**config.mk**
```make
export PLATFORM = sky130hd
export DESIGN_NAME = sram_ctrl
export DESIGN_NICKNAME = d
export VERILOG_FILES = /design/src/rtl/sram_ctrl.sv
export SDC_FILE = /design/constraint.sdc
export NUM_CORES = 1
export LEC_CHECK = 0
export ABC_AREA = 1
export CORE_UTILIZATION = 54
export DETAILED_ROUTE_END_ITERATION = 10
export GPL_ROUTABILITY_DRIVEN = 0
export PLACE_DENSITY = 0.85
export SLEW_MARGIN = 0
export SYNTH_ARGS = -nofsm -noshare
export SYNTH_HDL_FRONTEND = slang
export SYNTH_SLANG_ARGS = --single-unit
```
**constraint.sdc**
```tcl
create_clock -name clk -period 4.2 [get_ports clk]
set_clock_uncertainty 0.1 [all_clocks]
set_input_delay 0.84 -clock clk [delete_from_list [all_inputs] [get_ports clk]]
set_output_delay 0.84 -clock clk [all_outputs]
set_load 0.01 [all_outputs]
```
**src/rtl/sram_ctrl.sv**
```systemverilog
// sram_ctrl: burst read/write initiator for a single-port synchronous SRAM.
// Reads are issued against a 2-entry response buffer using credits, so host
// backpressure on rsp_ready never drops data returning from the SRAM.
module sram_ctrl #(
  parameter int unsigned DEPTH = 1024,
  parameter int unsigned WIDTH = 1,
  parameter int unsigned LENW  = 4,
  localparam int unsigned AW   = $clog2(DEPTH),
  localparam int unsigned DW   = WIDTH * 8
) (
  input  logic            clk,
  input  logic            rstb,
  input  logic            req_valid,
  output logic            req_ready,
  input  logic            req_write,
  input  logic [AW-1:0]   req_addr,
  input  logic [LENW-1:0] req_len,
  input  logic            wr_valid,
  output logic            wr_ready,
  input  logic [DW-1:0]   wr_data,
  output logic            rsp_valid,
  input  logic            rsp_ready,
  output logic [DW-1:0]   rsp_data,
  output logic            rsp_last,
  output logic            op_done,
  output logic            sram_ce_b,
  output logic            sram_we_b,
  output logic [AW-1:0]   sram_addr,
  output logic [DW-1:0]   sram_din,
  input  logic [DW-1:0]   sram_dout
);

  typedef enum logic [1:0] {IDLE, RD, WR} state_t;

  state_t          state;
  logic [AW-1:0]   cur_addr;
  logic [AW-1:0]   next_addr;
  logic [AW-1:0]   addr_q;
  logic [DW-1:0]   din_q;
  logic [LENW-1:0] beats_left;
  logic            inflight;
  logic            inflight_last;
  logic [1:0]      buf_count;
  logic [DW-1:0]   data0;
  logic [DW-1:0]   data1;
  logic            last0;
  logic            last1;
  logic            pop;
  logic            push;
  logic [2:0]      occ;
  logic            issue_rd;
  logic            issue_wr;
  logic            issue;

  // Issue decode, credit check, address wrap and SRAM pin drive.
  always_comb begin
    pop       = (buf_count != 2'd0) && rsp_ready;
    push      = inflight;
    occ       = 3'(buf_count) + 3'(inflight);
    issue_rd  = (state == RD) && (occ < (3'd2 + 3'(pop)));
    // Writes wait until every outstanding read has drained out of the buffer.
    wr_ready  = (state == WR) && (buf_count == 2'd0) && !inflight;
    issue_wr  = wr_ready && wr_valid;
    issue     = issue_rd || issue_wr;
    next_addr = (cur_addr == AW'(DEPTH - 1)) ? '0 : cur_addr + AW'(1);

    req_ready = (state == IDLE);
    rsp_valid = (buf_count != 2'd0);
    rsp_data  = data0;
    rsp_last  = last0 && rsp_valid;
    op_done   = (issue_wr && (beats_left == '0)) || (pop && last0);
    sram_ce_b = !issue;
    sram_we_b = !issue_wr;
    sram_addr = issue ? cur_addr : addr_q;
    sram_din  = issue_wr ? wr_data : din_q;
  end

  // Command FSM: latch burst, step address/beat count per issued beat.
  always_ff @(posedge clk or negedge rstb) begin
    if (!rstb) begin
      state         <= IDLE;
      cur_addr      <= '0;
      beats_left    <= '0;
      addr_q        <= '0;
      din_q         <= '0;
      inflight      <= 1'b0;
      inflight_last <= 1'b0;
    end else begin
      if (issue) addr_q <= cur_addr;
      if (issue_wr) din_q <= wr_data;
      inflight <= issue_rd;
      if (issue_rd) inflight_last <= (beats_left == '0);
      case (state)
        IDLE: begin
          if (req_valid) begin
            cur_addr   <= req_addr;
            beats_left <= req_len;
            state      <= req_write ? WR : RD;
          end
        end
        RD, WR: begin
          if (issue) begin
            cur_addr   <= next_addr;
            beats_left <= beats_left - LENW'(1);
            if (beats_left == '0) state <= IDLE;
          end
        end
        default: state <= IDLE;
      endcase
    end
  end

  // Two-entry response FIFO; entry 0 is always the head seen by the host.
  always_ff @(posedge clk or negedge rstb) begin
    if (!rstb) begin
      buf_count <= 2'd0;
      data0     <= '0;
      data1     <= '0;
      last0     <= 1'b0;
      last1     <= 1'b0;
    end else begin
      case ({push, pop})
        2'b10: begin
          if (buf_count == 2'd0) begin
            data0 <= sram_dout;
            last0 <= inflight_last;
          end else begin
            data1 <= sram_dout;
            last1 <= inflight_last;
          end
          buf_count <= buf_count + 2'd1;
        end
        2'b01: begin
          data0     <= data1;
          last0     <= last1;
          buf_count <= buf_count - 2'd1;
        end
        2'b11: begin
          if (buf_count == 2'd1) begin
            data0 <= sram_dout;
            last0 <= inflight_last;
          end else begin
            data0 <= data1;
            last0 <= last1;
            data1 <= sram_dout;
            last1 <= inflight_last;
          end
        end
        default: ;
      endcase
    end
  end

endmodule

```
==> flow_metrics.py <==
metrics = {
    "status": {
        "status": "complete, no violations",
    },
    "worst_setup_path": {
        "worstPathCellList": "clkdlybuf4s50_1 -> nand3_2 -> nand2_1 -> nand2_2 -> nand2_2 -> inv_4 -> o21ai_0 -> clkdlybuf4s50_1",
        "arrival_ns": 2.60,
        "worstPathRequired_ns": 3.26,
        "crit_type": "in2out",
        "startpoint_type": "input pin",
        "rrSetupSlack_ns": 1.75,
        "critPathMaxFanout": 18,
        "cpPeakStageDelay_ns": 0.58,
        "endpoint_kind": "output pin",
        "crit_path_top_delay_cell": "clkdlybuf4s50_1",
    },
    "grt": {
        "grt_use_total_pct": 24.0,
        "grt_pass1_wl_mm": 11.2,
        "grt_overflow_total": 0,
        "antenna_found_initial": 0,
        "grt_pass1_vias": 2511,
        "grt_max_degree": 34,
    },
    "timing": {
        "fmax_mhz": 283,
        "tightestPinTransition_ns": 0.738,
        "setup_viol_count_final": 0,
        "timing.final.hold_violations": 0,
        "relSlewSlack_pct": 50.8,
        "fin_crit_sh_pct": 84.2,
        "rsz0062_at_grt": "false",
        "fin_ws_ns": 0.662,
        "min_period_ns": 3.54,
        "holdWs_ns": 0.379,
        "tns_ns": 0,
        "drv_slew": 0,
    },
    "drt": {
        "avgViaCountPerCell": 5.02,
        "wl_per_cell_um": 12.7,
        "final_antenna_net_count": 0,
        "drt_first_pass_iters": 4,
        "drt-total-wl_mm": 6.27,
        "post-route-drc-count": 0,
        "drt_iter0_markers": 130,
        "via_count": 2483,
    },
    "hold_path": {
        "hold_class": "reg2reg",
    },
    "cells_and_area": {
        "diodes": 0,
        "fill_cells": 427,
        "layout-drive-gt1-share_pct": 9.18,
        "multi_input_area_sq_um": 1300,
        "stdcell_count": 495,
        "synthToLayoutAreaGrowth_pct": 27.1,
        "nNetsFinal": 472,
        "final_cell_mix": "116 x nand2_1, 67 x clkdlybuf4s50_1, 56 x dfrtp_1",
        "layout_commonest_cell": "nand2_1",
        "seq_area_sq_um": 1400,
        "final_util_pct": 72.4,
    },
    "power": {
        "leakagePower_nw": 1.89,
        "swShare_pct": 42.3,
        "pwr-share-comb_pct": 56.3,
        "p_int_mw": 1.64,
        "seq_power_share_pct": 33.1,
        "power_density_nw_per_um2": 753,
        "switchingPower_mw": 1.20,
        "clkPwrFrac_pct": 10.5,
        "vdd_ir_drop_max_v": 0.000343,
    },
    "logic_synthesis": {
        "synth.yosys.seq_area_share_pct": 47.3,
        "syn_avg_cell_area_sq_um": 8.35,
        "synthArstFlopShare_pct": 100,
        "synth_fp_nets": 403,
        "synth_edf_count": 0,
        "yosysWarnings": 0,
        "netlist_area_sq_um": 2970,
        "synth_flop_cell": "dfrtp_1",
        "ys_types": 33,
        "ys_ff_latch": 56,
        "netlist_instances": 355,
    },
    "clock_tree": {
        "clk_latency_ns": 0.30,
        "clockBufferDepth": 2,
        "clkTransAtPathRegs_ns": 0.09,
        "cts_made_buffers": 5,
        "cts_resized": 0,
        "tritoncts": "built",
        "cts_root_buf": "clkbuf_8",
        "post_cts_buffers": 0,
        "clkSinkCount": 56,
        "htreeDepth": 2,
        "cts_hold_buffers": 0,
    },
    "placed_design": {
        "port_buffers": 68,
        "dp_hpwl_mm": 4.73,
        "dp.cells": 487,
        "place_ws_ns": 0.623,
    },
    "floorplan": {
        "core_sq_um": 5200,
        "die-area_sq_um": 5790,
        "die_w_um": 76.1,
        "rows": 26,
        "start_util_pct": 57.0,
        "io_pins": 69,
        "dieHeight_um": 76.1,
    },
    "job": {
        "drv_cap": 0,
    },
}
==> power groups by stage <==
stage                     Combinational (mW)  Sequential, mW  Clock (mW)
after global routing                    1.79           0.975       0.329
final                                   1.60           0.941       0.299
after detailed placement                1.61           0.949           0
after global placement                  1.55           0.940           0
after floorplan                         1.07           0.933           0
after CTS                               1.61           0.941       0.308
==> stage by stage <==
| stage | power (mW) | area, sq um |
|---|---|---|
| floorplan | 2.01 | 2970 |
| global placement | 2.49 | 3680 |
| detailed placement | 2.56 | 3680 |
| CTS | 2.86 | 3770 |
| global route | 3.09 | 3770 |
| finish | 2.84 | 3770 |
==> cell families after synthesis <==
group                      count (synthesis)  synth area share (%)
adders and majority gates                 12                  5.06
buffers and inverters                     61                  8.90
AOI/OAI and AO/OA                         50                  10.3
xor gates and xnor gates                   5                  1.48
and+or+nand+nor                          161                  23.3
muxes                                     10                  3.71
DFF                                       56                  47.3
==> per-layer routing <==
layer,global-route usage (%),part of all wire [%],vias up
li1,-,-,1260
met1,30.7,44,1155
met2,41.3,51,58
met3,4.31,3.8,10
met4,7.50,1.6,0
met5,0,0,-
==> registers in the layout, summed over array words and instances, names as in the netlist <==
register,count
addr_q,10
cur_addr,10
data1,8
din_q,8
rsp_data,8
beats_left,4
buf_count,2
state,2
inflight,1
inflight_last,1
last0,1
last1,1
==> path summary, 6_finish.rpt <==
| path | start | endpoint | cells past startpoint |
|---|---|---|---|
| setup / recovery | rsp_ready | sram_addr[9] | 8 |
| hold / removal | din_q[0] | din_q[0] | 2 |
| setup reg to reg | buf_count[0] | rsp_data[1] | 10 |
| hold reg to reg | din_q[0] | din_q[0] | 2 |
| max in group asynchronous | rstb | data1[7] | 2 |
| min in group asynchronous | rstb | din_q[4] | 1 |
==> worst max-delay path, delay by kind of cell <==
family | cells | cell delay (ns)
compound gates | 1 | 0.22
buf+inv | 3 | 1.17
simple gates | 4 | 0.36
==> cell type report <==
cell class / count / share of cell area, %
tap: 70 / 2.32
timing repair buffer: 69 / 18.1
clock buffer: 8 / 2.39
multi-input combinational: 238 / 34.5
sequential: 56 / 37.2
inverter: 54 / 5.51
==> cell usage after synthesis (3+ instances only) <==
| library cell | count | share of area, % |
|---|---|---|
| dfrtp_1 | 56 | 47 |
| ha_1 | 12 | 5.1 |
| inv_1 | 50 | 6.3 |
| mux2_2 | 8 | 3.0 |
| nand2_1 | 116 | 15 |
| nand2_2 | 4 | 0.84 |
| nand3_1 | 14 | 2.4 |
| nand4_1 | 4 | 0.84 |
| nor2_1 | 15 | 1.9 |
| o21ai_0 | 21 | 3.5 |
| o21ai_1 | 9 | 1.5 |
| o21ai_2 | 6 | 1.8 |
| o22ai_1 | 10 | 2.1 |
| xor2_1 | 3 | 0.89 |
Note: power is estimated with default switching activity, not from simulation.
